===== config.mk =====
export PLATFORM = sky130hd
export DESIGN_NAME = instr_encoder_loader
export DESIGN_NICKNAME = d
export VERILOG_FILES = /design/src/rtl/instr_encoder_pkg.sv /design/src/rtl/rv_field_encoder.sv /design/src/rtl/instr_encoder_loader.sv
export SDC_FILE = /design/constraint.sdc
export NUM_CORES = 1
export LEC_CHECK = 0
export CAP_MARGIN = 0
export CORE_MARGIN = 5
export CORE_UTILIZATION = 47
export DETAILED_ROUTE_END_ITERATION = 10
export PLACE_DENSITY = 0.82
export SYNTH_ARGS = -nofsm -noshare
export SYNTH_HDL_FRONTEND = slang
export SYNTH_SLANG_ARGS = --single-unit

===== constraint.sdc =====
create_clock -name clk -period 3.7 [get_ports clk]
set_clock_uncertainty 0.2 [all_clocks]
set_input_delay 0.74 -clock clk [delete_from_list [all_inputs] [get_ports clk]]
set_output_delay 0.74 -clock clk [all_outputs]
set_load 0.01 [all_outputs]

===== src/rtl/instr_encoder_pkg.sv =====
// Shared constants and types for the RV32I instruction encoder/loader.
package instr_encoder_pkg;

    // Field-bundle format codes
    localparam logic [2:0] FMT_R      = 3'd0;
    localparam logic [2:0] FMT_I      = 3'd1;
    localparam logic [2:0] FMT_LOAD   = 3'd2;
    localparam logic [2:0] FMT_STORE  = 3'd3;
    localparam logic [2:0] FMT_BRANCH = 3'd4;

    // RV32I major opcodes
    localparam logic [6:0] OP_R      = 7'b0110011;
    localparam logic [6:0] OP_I      = 7'b0010011;
    localparam logic [6:0] OP_LOAD   = 7'b0000011;
    localparam logic [6:0] OP_STORE  = 7'b0100011;
    localparam logic [6:0] OP_BRANCH = 7'b1100011;

    // addi x0, x0, 0
    localparam logic [31:0] NOP_WORD = 32'h0000_0013;

    typedef enum logic [1:0] {
        StIdle,
        StAccept,
        StWrite,
        StDone
    } state_t;

endpackage


===== src/rtl/rv_field_encoder.sv =====
// Combinational packer: instruction fields -> 32-bit RV32I word, with NOP substitution
// on illegal format or unencodable immediate.
module rv_field_encoder
    import instr_encoder_pkg::*;
(
    input  logic [2:0]  fmt,
    input  logic [4:0]  rd,
    input  logic [4:0]  rs1,
    input  logic [4:0]  rs2,
    input  logic [2:0]  funct3,
    input  logic [6:0]  funct7,
    input  logic [12:0] imm,
    output logic [31:0] word,
    output logic        err
);

    logic [31:0] raw;
    logic        bad;

    // Pack per format and flag anything that cannot be represented
    always_comb begin
        raw = NOP_WORD;
        bad = 1'b0;
        case (fmt)
            FMT_R: begin
                raw = {funct7, rs2, rs1, funct3, rd, OP_R};
            end
            FMT_I: begin
                raw = {imm[11:0], rs1, funct3, rd, OP_I};
                bad = imm[12] ^ imm[11];
            end
            FMT_LOAD: begin
                raw = {imm[11:0], rs1, funct3, rd, OP_LOAD};
                bad = imm[12] ^ imm[11];
            end
            FMT_STORE: begin
                raw = {imm[11:5], rs2, rs1, funct3, imm[4:0], OP_STORE};
                bad = imm[12] ^ imm[11];
            end
            FMT_BRANCH: begin
                raw = {imm[12], imm[10:5], rs2, rs1, funct3, imm[4:1], imm[11], OP_BRANCH};
                // Branch offsets are multiples of 2; bit 0 has no slot in the word
                bad = imm[0];
            end
            default: begin
                bad = 1'b1;
            end
        endcase
        err  = bad;
        word = bad ? NOP_WORD : raw;
    end

endmodule


===== src/rtl/instr_encoder_loader.sv =====
// Sequential program loader: accepts field bundles over valid/ready, encodes each and
// writes it to instruction memory at consecutive word addresses.
module instr_encoder_loader
    import instr_encoder_pkg::*;
#(
    parameter int unsigned ADDR_W = 32
) (
    input  logic              clk,
    input  logic              reset,
    input  logic              start,
    input  logic [ADDR_W-1:0] base_addr,
    input  logic [15:0]       count,
    input  logic              in_valid,
    output logic              in_ready,
    input  logic [2:0]        in_fmt,
    input  logic [4:0]        in_rd,
    input  logic [4:0]        in_rs1,
    input  logic [4:0]        in_rs2,
    input  logic [2:0]        in_funct3,
    input  logic [6:0]        in_funct7,
    input  logic [12:0]       in_imm,
    output logic              imem_we,
    output logic [ADDR_W-1:0] imem_addr,
    output logic [31:0]       imem_wdata,
    output logic              busy,
    output logic              done,
    output logic [15:0]       err_count
);

    localparam logic [ADDR_W-1:0] WordMask = ~{{(ADDR_W-2){1'b0}}, 2'b11};
    localparam logic [ADDR_W-1:0] WordStep = {{(ADDR_W-3){1'b0}}, 3'b100};

    state_t      state;
    logic [15:0] remaining;
    logic [31:0] enc_word;
    logic        enc_err;

    rv_field_encoder u_enc (
        .fmt    (in_fmt),
        .rd     (in_rd),
        .rs1    (in_rs1),
        .rs2    (in_rs2),
        .funct3 (in_funct3),
        .funct7 (in_funct7),
        .imm    (in_imm),
        .word   (enc_word),
        .err    (enc_err)
    );

    assign in_ready = (state == StAccept);

    // Session FSM; imem_addr doubles as the running write address
    always_ff @(posedge clk or posedge reset) begin
        if (reset) begin
            state      <= StIdle;
            remaining  <= 16'd0;
            imem_we    <= 1'b0;
            imem_addr  <= '0;
            imem_wdata <= 32'd0;
            busy       <= 1'b0;
            done       <= 1'b0;
            err_count  <= 16'd0;
        end else begin
            case (state)
                StIdle: begin
                    done <= 1'b0;
                    if (start) begin
                        busy <= 1'b1;
                        if (count != 16'd0) begin
                            imem_addr <= base_addr & WordMask;
                            remaining <= count;
                            err_count <= 16'd0;
                            state     <= StAccept;
                        end else begin
                            done  <= 1'b1;
                            state <= StDone;
                        end
                    end
                end
                StAccept: begin
                    if (in_valid) begin
                        imem_we    <= 1'b1;
                        imem_wdata <= enc_word;
                        if (enc_err && (err_count != 16'hFFFF)) begin
                            err_count <= err_count + 16'd1;
                        end
                        state <= StWrite;
                    end
                end
                StWrite: begin
                    imem_we   <= 1'b0;
                    imem_addr <= imem_addr + WordStep;
                    remaining <= remaining - 16'd1;
                    if (remaining == 16'd1) begin
                        done  <= 1'b1;
                        state <= StDone;
                    end else begin
                        state <= StAccept;
                    end
                end
                StDone: begin
                    done  <= 1'b0;
                    busy  <= 1'b0;
                    state <= StIdle;
                end
                default: begin
                    state <= StIdle;
                end
            endcase
        end
    end

endmodule

After elaboration in Yosys (flattened, before gate mapping)
Index checks and enable logic that the tools add are counted.
{"block": "classes", "eq_ne": 14, "reduce_logical": 17, "add_sub_neg": 3, "muxes": 27, "n_bitwise": 1}
{"op": "one-hot mux 32 bit (5 select lines)", "n": 1}
{"op": "2-to-1 mux 16 bit", "n": 6}
{"op": "2-to-1 mux 32 bit", "n": 3}
{"op": "one-hot mux 16 bit (2 select lines)", "n": 2}
{"op": "one-hot mux 32 bit (2 select lines)", "n": 1}
{"op": "adder 32 x 3 -> 32 bit (second input constant)", "n": 1}
{"op": "adder 16 x 1 -> 16 bit (second input constant)", "n": 1}
{"op": "equality test 16 x 1 -> 1 bit (second input constant)", "n": 1}
{"op": "!= test 16 bit (second input constant)", "n": 1}
{"op": "nonzero test 16 bit", "n": 1}
{"op": "subtractor 16 x 1 -> 16 bit (second input constant)", "n": 1}
{"op": "AND reduction 2 bit", "n": 5}
{"op": "2-to-1 mux 2 bit", "n": 4}
{"op": "!= test 2 bit (second input constant)", "n": 4}
{"op": "one-hot mux 2 bit (4 select lines)", "n": 1}
{"op": "nonzero test 2 bit", "n": 4}
{"op": "equality test 3 x 2 -> 1 bit (second input constant)", "n": 2}
{"op": "one-hot mux 1 bit (3 select lines)", "n": 2}
{"op": "2-to-1 mux 1 bit", "n": 5}
{"op": "AND reduction 5 bit", "n": 1}
{"op": "equality test 2 bit (second input constant)", "n": 2}
{"op": "one-hot mux 1 bit (2 select lines)", "n": 2}
{"op": "equality test 3 x 1 -> 1 bit (second input constant)", "n": 1}
{"op": "equality test 3 bit (second input constant)", "n": 1}
{"op": "9 further kinds", "n": 9}
{"block": "word_totals", "input_bits": 93, "reg_bits": 101, "output_inout_bits": 84}

Longest topological paths before layout
Gate-level depths: netlist (run 1).
{"block": "depth", "depth_word": 7, "depth_mapped": 8, "depth_no_buf": 7}

Cells and area by module
A second synthesis (run 1) with hierarchy kept.
{"block": "hier_totals", "cells_unflattened": 626, "hier_area_um2": 5878.1}
{"module": "instr_encoder_loader", "n_inst": 1, "cells_each": 533, "area_per_inst_um2": 5223.8}
{"module": "rv_field_encoder", "n_inst": 1, "cells_each": 93, "area_per_inst_um2": 654.4}

Worst setup path before layout (run 1)
No wires, ideal clock.
{"block": "synth_timing", "kind": "input port to flip-flop", "start": "input in_fmt[1]", "end": "register err_count[10]", "path_slack_ns": 1.105, "n_path_buf": 3, "arrival_time_ns": 2.257, "setup_time_ns": 0.138, "stages": 8, "path_cell_list": "clkbuf_1 -> a211o_1 -> o21ai_0 -> clkbuf_1 -> a211o_1 -> nand2_1 -> clkbuf_1 -> a31oi_1"}
{"block": "synth_between", "elab_chain_len": 6}
{"element": "start, declared", "line": "instr_encoder_loader.sv:15", "source": "input logic [2:0] in_fmt,"}
{"element": "equality test 3 x 1 -> 1 bit / equality test 3 x 2 -> 1 bit (equally long branches)", "line": "rv_field_encoder.sv:24", "source": "case (fmt)"}
{"element": "OR reduction 3 bit (no source line)"}
{"element": "one-hot mux 1 bit (3 select lines) (*)", "line": "rv_field_encoder.sv:24"}
{"element": "logical AND 1 bit (*)", "line": "instr_encoder_loader.sv:84", "source": "if (enc_err && (err_count != 16'hFFFF)) begin"}
{"element": "!= test 2 x 1 -> 1 bit (no source line) (*)"}
{"element": "AND reduction 5 bit (no source line) (*)"}
{"element": "end signal, assigned", "line": "instr_encoder_loader.sv:85", "source": "err_count <= err_count + 16'd1;"}
{"element": "end, declared", "line": "instr_encoder_loader.sv:27", "source": "output logic [15:0] err_count"}
Every way passes the cells marked *; elsewhere a longest branch is shown, timed or not.
A chain may end at the register's enable or synchronous reset.

Final worst setup path (run 1)
{"block": "layout_timing", "start": "register state[1]", "end": "output in_ready"}
{"block": "layout_between", "elab_chain_len": 1}
{"element": "start, declared", "line": "instr_encoder_loader.sv:33", "source": "state_t state;"}
{"element": "start signal, assigned", "line": "instr_encoder_loader.sv:55", "source": "state <= StIdle;"}
{"element": "start signal, assigned", "line": "instr_encoder_loader.sv:73", "source": "state <= StAccept;"}
{"element": "start signal, assigned", "line": "instr_encoder_loader.sv:76", "source": "state <= StDone;"}
{"element": "equality test 2 x 1 -> 1 bit", "line": "instr_encoder_loader.sv:50", "source": "assign in_ready = (state == StAccept);"}
{"element": "end, declared", "line": "instr_encoder_loader.sv:14", "source": "output logic in_ready,"}
No other way between the ends.

==> impl_metrics.tcl, run 1 <==
set metrics [dict create \
    outcome "finished, final reports clean" \
    timing.final.crit_share_pct 86.3 \
    startpoint_type "flop" \
    avgSynthCellArea_sq_um 8.53 \
    crit_arrival_ns 2.25 \
    ys_types 57 \
    grt_max_degree 70 \
    utilization_pct 66.5 \
    die_width_um 117 \
    wl_mm 16.8 \
    clock_latency_ns 0.34 \
    synth_area_sq_mm 0.00539 \
    drt_iter0_drc 491 \
    sequentialPowerShare_pct 36.9 \
    synthArstFlopShare_pct 100 \
    layout_commonest_cell "clkdlybuf4s50_1" \
    grt_pass1_vias 5444 \
    portBuffers 170 \
    antenna_cells 0 \
    gp_congestion 0.888 \
    synthCells 632 \
    cts_tree "yes" \
    top_layer "met4" \
    end_kind "output port" \
    cellLeakagePower_nw 3.00 \
    wl_met3_mm 1.61 \
    switching_share_pct 39.7 \
    route.met2.wl_mm 8.16 \
    cellPowerDensity_mw_per_mm2 703 \
    p_int_mw 3.19 \
    crit_required_ns 2.76 \
    drc 0 \
    syn2layout_area_growth_pct 39.6 \
    row_count 39 \
    fmax_ghz 0.313 \
    hp-class "flop to flop" \
    track_usage_pct 24.1 \
    power_mw 5.29 \
    synth_edf_count 0 \
    clk_pin_slew_ns 0.07 \
    critical_path_class "flop to output port" \
    crit_fanout 12 \
    place_inst 915 \
    vias_per_cell 6.14 \
    drive_gt1_share_pct 4.82 \
    yosysWarnings 0 \
    first_pass_iters 5 \
    dieArea_sq_mm 0.0137 \
    cts_setup_buffers 0 \
    min_period_ns 3.19 \
    combPwrFrac_pct 45.3 \
    wl_met1_mm 6.80 \
    finalMaxSlewViolations 0 \
    ctsResizeCount 0 \
    p_switching_mw 2.10 \
    ys.flop_type "dfrtp_1" \
    antenna_found_initial 0 \
    cts_buffers 9 \
    clockRootBuffer "clkbuf_16" \
    rsz0062_at_grt "false" \
    vdd_drop_max_v 0.000342 \
    h-tree-depth 3 \
    coreArea_sq_mm 0.0113 \
    num_vias 5719 \
    clock_power_share_pct 17.8 \
    setup_violations 0 \
    io_pins 177 \
    fin_nets 880 \
    antenna_left 0 \
    ys_seq_area_share_pct 44.6 \
    n_fill_cell 929 \
    ctsHoldBuffers 0 \
    max_slew.worst_pin.slew_ns 1.08 \
    chipHeight_um 117 \
    r2r_slack_ns 0.90 \
    wire_per_inst_um 18.1 \
    initial_core_util_pct 47.6 \
    finalSetupTns_ns 0 \
    instances_no_fill 931 \
    finalHoldViolations 0 \
    dp_hpwl_mm 12.2 \
    cts_sinks 96 \
    mostFrequentLayoutCells "clkdlybuf4s50_1, dfrtp_1, nand2_1" \
    cap_violations 0 \
    cts_buffer_depth 2 \
    grt_pass1_wl_mm 26.6 \
    overflow 0 \
    relSlewSlack_pct 28.2 \
    ys_seq_elements 96 \
]
-- registers in the layout (all words and copies together) (netlist names) --
signal / count
imem_addr: 30
imem_wdata: 29
err_count: 16
remaining: 16
state: 2
busy: 1
done: 1
imem_we: 1
-- routing by layer --
layer  global-route usage, %  vias up
met1                    31.5     2746
met4                    6.80        0
met5                       0        -
met3                    5.76       26
li1                        -     2674
met2                    40.2      273
-- power by group through the flow --
stage	Combinational (mW)	Clock, mW	Sequential (mW)
global route	2.62	1.00	2.02
detailed placement	2.39	0	1.95
CTS	2.41	0.957	1.94
global placement	2.30	0	1.92
finish	2.40	0.942	1.95
floorplan	1.16	0	1.98
-- synthesized netlist by cell type, drive strengths merged, types with 2 or more instances --
library cell,count,area (sq um)
dfrtp,96,2400
nand2,83,314
o21ai,57,285
a21oi,55,275
nor2,48,180
nand3,34,170
clkbuf,33,124
a31oi,20,125
a22oi,14,105
a2bb2oi,13,114
and3,13,81.3
nor4,13,96.3
o22ai,13,81.3
buf,12,70.1
inv,11,41.3
nor3,11,55.1
nand4,10,62.6
o21a,9,67.6
o31ai,9,67.6
and4,7,61.3
mux2i,6,60.1
o22a,6,52.6
a41oi,5,43.8
a311oi,4,35.0
ha,4,50.1
a211oi,3,22.5
a32oi,3,26.3
and2,3,18.8
nand2b,3,18.8
o2bb2ai,3,26.3
or3,3,18.8
a211o,2,17.5
a221oi,2,17.5
nor3b,2,15.0
or2,2,12.5
or4,2,15.0
xor2,2,17.5
-- layout make-up --
type | count | area [sq um] | share of cell area, %
Timing Repair Buffer | 182 | 1820 | 24.1
Inverter | 11 | 43.8 | 0.582
Clock inverter | 5 | 56.3 | 0.748
Clock buffer | 11 | 243 | 3.23
Tap cell | 143 | 179 | 2.38
Sequential cell | 96 | 2400 | 31.9
Multi-Input combinational cell | 483 | 2790 | 37.0
-- path summary, 6_finish.rpt --
path | startpoint | endpoint | cells past startpoint
worst min-delay path | imem_wdata[13] | imem_wdata[13] | 2
max in group asynchronous | reset | err_count[4] | 3
worst max-delay path | state[1] | in_ready | 4
worst min register to register | imem_wdata[13] | imem_wdata[13] | 2
worst max register to register | state[1] | err_count[9] | 7
min in group asynchronous | reset | imem_addr[4] | 2
-- metrics by stage --
step | hold slack [ns] | setup WS, ns | instance area [sq um]
floorplan | 0.257 | 0.255 | 5400
detailed placement | 0.262 | 0.545 | 7230
global route | 0.308 | 0.402 | 7530
global placement | 0.249 | 0.617 | 7230
CTS | 0.280 | 0.506 | 7530
finish | 0.282 | 0.506 | 7530
-- logic make-up (layout without fill, tap and decap cells) --
family                   Yosys count  after routing  synth area share [%]
flip-flops                        96             96                  44.6
buffers and inverters             56            209                  4.36
adder cells (fa/ha/maj)            4              4                 0.929
XOR/XNOR                           3              3                 0.488
AO/OA/AOI/OAI                    230            230                  27.3
multiplexers                       6              6                  1.11
AND/OR/NAND/NOR                  236            236                  21.1
other                              1              4                0.0696
-- critical path: stages (launching register included) --
cell	delay [ns]
dfrtp_1	0.46
inv_1	0.25
nand2_1	0.24
inv_1	0.36
clkdlybuf4s50_1	0.61
Power figures use the tool's default switching activity.
==> run 2: changes to the inputs <==
- TNS_END_PERCENT: not set -> 50
==> results of run 2 <==
Same layout as run 1: the final DEF is identical, and so are final timing and power.
